[config.mk]
export PLATFORM = sky130hd
export DESIGN_NAME = spi_master_multi
export DESIGN_NICKNAME = d
export VERILOG_FILES = /design/src/rtl/spi_master_multi.sv
export SDC_FILE = /design/constraint.sdc
export NUM_CORES = 1
export LEC_CHECK = 0
export BUFFER_PORTS_ARGS = -buffer_cell sky130_fd_sc_hd__buf_2
export CORE_UTILIZATION = 56
export DETAILED_ROUTE_END_ITERATION = 12
export PLACE_DENSITY = 0.9
export SKIP_LAST_GASP = 1
export SYNTH_ARGS = -nofsm -noshare
export SYNTH_HDL_FRONTEND = slang
export SYNTH_SLANG_ARGS = --single-unit
[constraint.sdc]
create_clock -name CLK -period 2 [get_ports CLK]
set_input_delay 0.1 -clock CLK [delete_from_list [all_inputs] [get_ports CLK]]
set_output_delay 0.1 -clock CLK [all_outputs]
set_load 0.05 [all_outputs]
[src/rtl/spi_master_multi.sv]
// spi_master_multi: SPI master with DATA_W-bit MSB-first words, NUM_SS active-low selects and runtime CPOL/CPHA.
// Define SPI_MASTER_MULTI_BURST_EN to add HOLD_SS, which keeps SS asserted between back-to-back words.
module spi_master_multi #(
  parameter int DATA_W  = 8,
  parameter int NUM_SS  = 4,
  parameter int CLK_DIV = 13,
  localparam int SEL_W  = (NUM_SS > 1) ? $clog2(NUM_SS) : 1
) (
  input  logic              CLK,
  input  logic              RST,
  input  logic              START,
  input  logic [SEL_W-1:0]  SS_SEL,
  input  logic [1:0]        MODE,
  input  logic [DATA_W-1:0] TX_DATA,
`ifdef SPI_MASTER_MULTI_BURST_EN
  input  logic              HOLD_SS,
`endif
  output logic [DATA_W-1:0] RX_DATA,
  output logic              BUSY,
  output logic              DONE,
  output logic              SCK,
  output logic              MOSI,
  input  logic              MISO,
  output logic [NUM_SS-1:0] SS
);
  localparam int DIV_W = $clog2(CLK_DIV);
  localparam int CNT_W = $clog2(2 * DATA_W);

  typedef enum logic [2:0] {IDLE, SETUP, SHIFT, HOLD, WAIT} state_t;

  state_t            state;
  logic [DIV_W-1:0]  div;
  logic [CNT_W-1:0]  cnt;
  logic [DATA_W-1:0] tx_sr;
  logic [DATA_W-1:0] rx_sr;
  logic              cpol;
  logic              cpha;
  logic              tick;
  logic              lead;
  logic              sample;
  logic              last_edge;

  assign tick      = (div == DIV_W'(CLK_DIV - 1));
  assign lead      = ~cnt[0];
  assign sample    = lead ^ cpha;
  assign last_edge = (cnt == CNT_W'(2 * DATA_W - 1));

  // Out-of-range indices leave every select deasserted.
  function automatic logic [NUM_SS-1:0] ss_mask(input logic [SEL_W-1:0] idx);
    logic [NUM_SS-1:0] m;
    m = '1;
    for (int i = 0; i < NUM_SS; i++)
      if (32'(idx) == i) m[i] = 1'b0;
    return m;
  endfunction

  // With CPHA=0 the MSB goes out at START, so the shifter is preloaded one bit ahead.
  function automatic logic [DATA_W-1:0] tx_load(input logic [DATA_W-1:0] tx, input logic pha);
    return pha ? tx : {tx[DATA_W-2:0], 1'b0};
  endfunction

  always_ff @(posedge CLK) begin
    if (RST) begin
      state   <= IDLE;
      div     <= '0;
      cnt     <= '0;
      tx_sr   <= '0;
      rx_sr   <= '0;
      cpol    <= 1'b0;
      cpha    <= 1'b0;
      SCK     <= 1'b0;
      MOSI    <= 1'b0;
      SS      <= '1;
      BUSY    <= 1'b0;
      DONE    <= 1'b0;
      RX_DATA <= '0;
    end else begin
      DONE <= 1'b0;
      div  <= (state == IDLE || state == WAIT || tick) ? '0 : div + DIV_W'(1);
      case (state)
        IDLE: begin
          SCK <= cpol;
          if (START && !DONE) begin
            cpol  <= MODE[1];
            cpha  <= MODE[0];
            SCK   <= MODE[1];
            SS    <= ss_mask(SS_SEL);
            BUSY  <= 1'b1;
            tx_sr <= tx_load(TX_DATA, MODE[0]);
            if (!MODE[0]) MOSI <= TX_DATA[DATA_W-1];
            state <= SETUP;
          end
        end
        SETUP: begin
          if (tick) begin
            cnt   <= '0;
            state <= SHIFT;
          end
        end
        SHIFT: begin
          if (tick) begin
            SCK <= ~SCK;
            cnt <= cnt + CNT_W'(1);
            if (sample) begin
              rx_sr <= {rx_sr[DATA_W-2:0], MISO};
            end else if (!last_edge) begin
              MOSI  <= tx_sr[DATA_W-1];
              tx_sr <= {tx_sr[DATA_W-2:0], 1'b0};
            end
            if (last_edge) state <= HOLD;
          end
        end
        HOLD: begin
          if (tick) begin
            DONE    <= 1'b1;
            RX_DATA <= rx_sr;
            BUSY    <= 1'b0;
`ifdef SPI_MASTER_MULTI_BURST_EN
            if (HOLD_SS) begin
              state <= WAIT;
            end else begin
              SS    <= '1;
              state <= IDLE;
            end
`else
            SS    <= '1;
            state <= IDLE;
`endif
          end
        end
        WAIT: begin
          // Select stays asserted; the next word reuses the latched mode and skips SETUP.
          SCK <= cpol;
          if (START && !DONE) begin
            BUSY  <= 1'b1;
            cnt   <= '0;
            tx_sr <= tx_load(TX_DATA, cpha);
            if (!cpha) MOSI <= TX_DATA[DATA_W-1];
            state <= SHIFT;
          end
        end
        default: state <= IDLE;
      endcase
    end
  end
endmodule
==> results of run 1 <==
## flip-flops by register name (all words and copies together), names as in the netlist
signal,count
rx_sr,8
MOSI,1
div,4
BUSY,1
SS,4
cpha,1
cpol,1
tx_sr,8
DONE,1
cnt,4
SCK,1
RX_DATA,8
state,2
## cell type report
cell class                      instances  area share
Clock inverter                          3      0.0194
Sequential cell                        44       0.370
Tap cell                               46      0.0241
Inverter                                7      0.0110
Timing Repair Buffer                   36      0.0808
Multi-Input combinational cell        167       0.466
Clock buffer                            5      0.0289
## cell usage in the layout, fill, tap and decap left out, types with 2 or more instances in the layout
cell type | netlist | final
a21oi_1 | 21 | 21
a221oi_1 | 2 | 2
and2_1 | 2 | 2
and3_2 | 2 | 2
buf_2 | 2 | 31
buf_4 | 3 | 5
clkbuf_8 | 0 | 5
dfxtp_1 | 44 | 44
ha_1 | 7 | 7
inv_1 | 7 | 7
mux2_2 | 2 | 2
mux2i_1 | 18 | 18
nand2_1 | 22 | 22
nand3_1 | 4 | 4
nor2_1 | 35 | 35
nor2b_1 | 3 | 3
o211ai_1 | 7 | 7
o21ai_0 | 7 | 7
o21ai_1 | 3 | 3
o41ai_1 | 7 | 7
## worst reg2reg max path: cells and delay by family (launching register included)
family | cells | cell delay, ns
buffers and inverters | 2 | 0.30
flip-flops | 1 | 0.34
adder cells (fa/ha/maj) | 1 | 0.38
AO/OA/AOI/OAI | 2 | 0.43
AND/OR/NAND/NOR | 1 | 0.31
## worst paths after layout
| kind | end | slack (ns) | cells after the start |
|---|---|---|---|
| worst max-delay path | tx_sr[6] | 0.13 | 6 |
| worst min-delay path | rx_sr[0] | 0.04 | 3 |
| worst max register to register | tx_sr[6] | 0.13 | 6 |
| worst min register to register | RX_DATA[1] | 0.45 | 2 |
## kinds of logic (layout without fill, tap and decap cells)
| family | count (synthesis) | count (layout) | share of synthesized area |
|---|---|---|---|
| and+or+nand+nor | 82 | 82 | 0.193 |
| AOI/OAI and AO/OA | 55 | 55 | 0.181 |
| adders and majority gates | 7 | 7 | 0.0416 |
| muxes | 20 | 20 | 0.0963 |
| xor gates and xnor gates | 3 | 3 | 0.0161 |
| buffers and inverters | 20 | 51 | 0.0535 |
| DFF | 44 | 44 | 0.419 |
## per-layer routing
layer / up-vias / share of wire / track usage / routed length (um)
li1: 876 / - / - / -
met1: 837 / 0.46 / 0.285 / 2000
met2: 43 / 0.48 / 0.394 / 2070
met3: 11 / 0.039 / 0.0652 / 168
met4: 0 / 0.022 / 0.0938 / 97
met5: - / 0 / 0 / 0
## power by group through the flow
stage / Combinational, W / Sequential (W) / Clock (W)
after floorplan: 0.000647 / 0.00122 / 0
after detailed placement: 0.000903 / 0.00111 / 0
after global placement: 0.000873 / 0.00110 / 0
after CTS: 0.000912 / 0.00109 / 0.000702
final: 0.000918 / 0.00109 / 0.000698
after global routing: 0.000998 / 0.00110 / 0.000743
## through the flow
| step | utilization | cell area (sq um) | setup slack [ns] |
|---|---|---|---|
| 4_1_cts | 0.687 | 2380 | 0.151 |
| 2_1_floorplan | - | 2100 | 0.332 |
| 3_5_place_dp | 0.654 | 2270 | 0.200 |
| 3_3_place_gp | 0.654 | 2270 | 0.296 |
| 6_report | 0.687 | 2380 | 0.134 |
| 5_1_grt | 0.687 | 2380 | 0.00746 |
==> run_results.csv, run 1 <==
group,metric,value,unit
floorplan,initial_core_util,0.607,
global_routing,first_global_vias,1673,
synthesis,synth_area_per_cell,9.11,sq um
sta,slew_headroom,0.694,
drt,postRouteAntennaNets,0,
power,pwr-share-comb,0.339,
setup_path,r2r-start,"state[0]",
finish,drive_gt1_frac,0.221,
drt,viasPerCell,5.74,
synthesis,synth_edf_count,0,
synthesis,synth_most_common_cell,"dfxtp_1",
floorplan,ioPinCount,32,
setup_path,arrival,2.06,ns
sta,tightest_slew,0.460,ns
setup_path,cp_slowest_cell,"ha_1",
sta,finalCritPeriodShare,0.933,
synthesis,synth_area_leaders,"dfxtp_1 42%, mux2i_1 8.6%, nor2_1 6.2%",
drt,wirelength,4.34,mm
finish,syn_to_final_growth,13.3,%
drt,drtIter0Drc,128,
setup_path,cp-startpoint,"state[0]",
synthesis,syn-cell-area,2100,sq um
drt,wire_per_inst,14.1,um
placement,io_buffers,31,
setup_path,required,2.19,ns
setup_path,cp_max_fo,15,
drt,drt_pre_antenna_iters,4,
finish,layout.cells.non_filler,308,
power,p_int,0.00171,W
global_routing,grt_pass1_wl,7.33,mm
hold_path,hold_path_startpoint,"MISO",
power,p_clk_frac,0.258,
sta,skew,0.00734,ns
drt,drc,0,
setup_path,cp_cell_sequence,"inv_1 -> ha_1 -> nor2b_1 -> o2bb2ai_2 -> buf_4 -> o41ai_1",
sta,setup_viol,0,
floorplan,die_x,63.3,um
synthesis,netlist.area_leader.share,0.419,
setup_path,critPathTopFamily,"compound AO/OA/AOI/OAI gates",
power,p_sw,0.000993,W
setup_path,cp-start-kind,"flip-flop",
placement,dpl.hpwl,2.98,mm
clock_tree,root_buffer,"clkbuf_8",
synthesis,yosys_warnings,0,
placement,dp_cells,300,
global_routing,grtUsageTotal,0.236,
sta,rsz0062_at_grt,"false",
synthesis,ys_seq_area_frac,0.419,
sta,hold_viol,0,
synthesis,synth_top_flop_cell,"dfxtp_1",
sta,post-route-min-period,1.87,ns
clock_tree,cts_tree,"yes",
global_routing,grt_max_degree,36,
clock_tree,hold_buffers,0,
power,power.static_leakage,0.969,nW
floorplan,row_count,21,
power,p_sw_frac,0.367,
setup_path,criticalPathCategory,"flip-flop to flip-flop",
clock_tree,cts-buffers-inserted,5,
placement,place_congestion,0.831,
floorplan,die_y,63.3,um
clock_tree,cts_setup_buffers,0,
synthesis,yosys_register_bits,44,
setup_path,critPathCaptureType,"flip-flop",
synthesis,syn_nets,254,
setup_path,worst-path-buf-inv,2,
setup_path,cpPeakStageDelay,0.38,ns
finish,multi_input_area,1110,sq um
sta,report.final.slew_viol_count,0,
clock_tree,clockBufferDepth,2,
power,finalPower,0.00271,W
hold_path,hold_path.class,"input port to flip-flop",
drt,vias,1767,
power,peakVddDrop,471,uV
clock_tree,clk_latency,0.31,ns
clock_tree,h-tree-depth,2,
power,p_seq_frac,0.403,
finish,nNetsFinal,284,
sta,clock.fmax,0.536,GHz
power,power.density,1140,nW/um^2
synthesis,synth_cells,231,
global_routing,gr-total-overflow,0,
synthesis,synth_cell_types,47,
finish,fill_cells,271,
clock_tree,clkTransAtPathRegs,0.09,ns
clock_tree,cts_resized,0,
finish,antenna_cells,0,
synthesis,synthArstFlopShare,0,
synthesis,yosys.area.top_type,"dfxtp_1",
floorplan,die_area,4010,sq um
run_status,status,"complete, no violations",
sta,fin_hold_ws,0.0367,ns
synthesis,synthTopCellsByCount,"44 x dfxtp_1, 35 x nor2_1, 22 x nand2_1, 21 x a21oi_1, 18 x mux2i_1",
sta,fin_tns_setup,0,ns
finish,seq_area,881,sq um
global_routing,antenna_found_initial,0,
clock_tree,cts.sink_count,44,
run,drv_cap,0,
floorplan,core_area,3470,sq um
No activity file was read; power rests on OpenSTA's default activity.
==> run 2, diff against run 1 <==
Settings changed: CORE_UTILIZATION 56 to 30, PLACE_DENSITY 0.9 to 0.59.
==> run_results.csv, run 2 (synthesized netlist as in run 1, its figures left out) <==
group,metric,value,unit
finish,layout_common_cells,"44 x dfxtp_1, 35 x nor2_1, 31 x buf_2",
finish,layout.cells.non_filler,358,
power,pwr-share-comb,0.343,
hold_path,hold_path_startpoint,"MISO",
sta,report.final.slew_viol_count,0,
sta,fin_tns_setup,0,ns
drt,drt_pre_antenna_iters,7,
power,peakVddDrop,323,uV
finish,final_common_cell,"dfxtp_1",
floorplan,die_y,85.8,um
global_routing,first_global_vias,1588,
drt,wire_per_inst,11.8,um
floorplan,initial_core_util,0.310,
global_routing,gr-total-overflow,0,
floorplan,core_area,6790,sq um
hold_path,hold_path.class,"input port to flip-flop",
finish,nNetsFinal,284,
floorplan,die_area,7350,sq um
drt,viasPerCell,4.67,
drt,drtIter0Drc,85,
floorplan,die_x,85.8,um
setup_path,required,2.16,ns
placement,io_buffers,31,
power,p_sw,0.000977,W
clock_tree,root_buffer,"clkbuf_8",
sta,clock.fmax,0.571,GHz
setup_path,criticalPathCategory,"flip-flop to flip-flop",
setup_path,critPathCaptureType,"flip-flop",
setup_path,cp_slowest_cell,"a221oi_4",
global_routing,grt_pass1_wl,7.35,mm
clock_tree,cts-buffers-inserted,5,
power,p_seq_frac,0.400,
power,power.density,1110,nW/um^2
run_status,status,"complete, no violations",
drt,postRouteAntennaNets,0,
sta,hold_viol,0,
floorplan,ioPinCount,32,
finish,antenna_cells,0,
sta,skew,0.0112,ns
setup_path,arrival,1.91,ns
clock_tree,cts_tree,"yes",
power,power.static_leakage,0.969,nW
clock_tree,clockBufferDepth,2,
setup_path,cpPeakStageDelay,0.49,ns
setup_path,cp-start-kind,"flip-flop",
drt,drc,0,
clock_tree,clk_latency,0.30,ns
placement,dpl.hpwl,2.98,mm
clock_tree,clkTransAtPathRegs,0.09,ns
sta,finalCritPeriodShare,0.876,
setup_path,cp_max_fo,10,
sta,post-route-min-period,1.75,ns
sta,rsz0062_at_grt,"false",
sta,tightest_slew,0.463,ns
setup_path,cp_cell_sequence,"inv_1 -> ha_1 -> nand3_4 -> a221oi_4 -> and3b_2 -> o21ai_0",
power,p_sw_frac,0.360,
power,p_int,0.00173,W
global_routing,grtUsageTotal,0.124,
run,drv_cap,0,
global_routing,antenna_found_initial,0,
power,p_clk_frac,0.257,
setup_path,r2r-start,"div[0]",
floorplan,row_count,30,
drt,wirelength,4.23,mm
placement,dp_cells,350,
sta,slew_headroom,0.688,
global_routing,grt_max_degree,36,
finish,reg_top3,"RX_DATA x8, rx_sr x8, tx_sr x8",
clock_tree,cts.sink_count,44,
placement,place_congestion,0.723,
drt,vias,1671,
clock_tree,h-tree-depth,2,
finish,syn_to_final_growth,16.3,%
sta,setup_viol,0,
setup_path,cp-startpoint,"div[0]",
finish,drive_gt1_frac,0.225,
run 2: cell counts in the layout (fill, tap and decap cells not counted):
Identical to the previous run, type by type.
run 2: critical path: cells and delay by family, from the launching register on:
| family | cells | cell delay, ns |
|---|---|---|
| fa+ha+maj | 1 | 0.24 |
| flops | 1 | 0.34 |
| simple gates | 2 | 0.41 |
| buf+inv | 1 | 0.06 |
| compound gates | 2 | 0.56 |
run 2: metal layers:
metal | wire length, um | GRT usage | vias up | part of all wire
li1 | - | - | 872 | -
met3 | 102 | 0.0260 | 3 | 0.024
met4 | 39 | 0.0455 | 0 | 0.0092
met2 | 1920 | 0.197 | 28 | 0.46
met1 | 2160 | 0.166 | 768 | 0.51
met5 | 0 | 0 | - | 0
run 2: per-stage QoR:
step                total power, W   util  worst slack (ns)  instance area (sq um)  hold slack, ns
floorplan                  0.00187      -             0.332                   2100           0.244
global placement           0.00202  0.343             0.206                   2330           0.345
detailed placement         0.00203  0.343             0.184                   2330           0.360
CTS                        0.00273  0.360             0.159                   2450          0.0370
global route               0.00289  0.360            0.0564                   2450          0.0585
finish                     0.00271  0.360             0.249                   2450          0.0441
run 2: cell type report:
type | count | area (sq um)
inverters | 7 | 26.3
fillers | 685 | 4350
clock buffers | 5 | 68.8
well taps | 96 | 120
repair buffers | 36 | 193
clock inverters | 3 | 46.3
multi-input cells | 167 | 1110
flip-flops and latches | 44 | 881
run 2: what timing repair did:
action                                  4_1_cts  5_1_grt
hold buffers                                  0        0
setup buffers                                 0        0
endpoints found under the hold margin         0        0
endpoints found under the setup margin        0        1
resized for setup                             0        1
run 2: path summary, 6_finish.rpt:
check        slack, ns         end  depth (start not counted)
min reg2reg       0.46  RX_DATA[6]                          2
min               0.04    rx_sr[0]                          3
max               0.25       SS[0]                          6
max reg2reg       0.25       SS[0]                          6
run 2: power by group through the flow:
| stage | clock [W] | sequential (W) | combinational [W] |
|---|---|---|---|
| floorplan | 0 | 0.00122 | 0.000647 |
| global placement | 0 | 0.00110 | 0.000921 |
| detailed placement | 0 | 0.00111 | 0.000923 |
| CTS | 0.000721 | 0.00109 | 0.000928 |
| global route | 0.000754 | 0.00111 | 0.00103 |
| finish | 0.000696 | 0.00109 | 0.000930 |
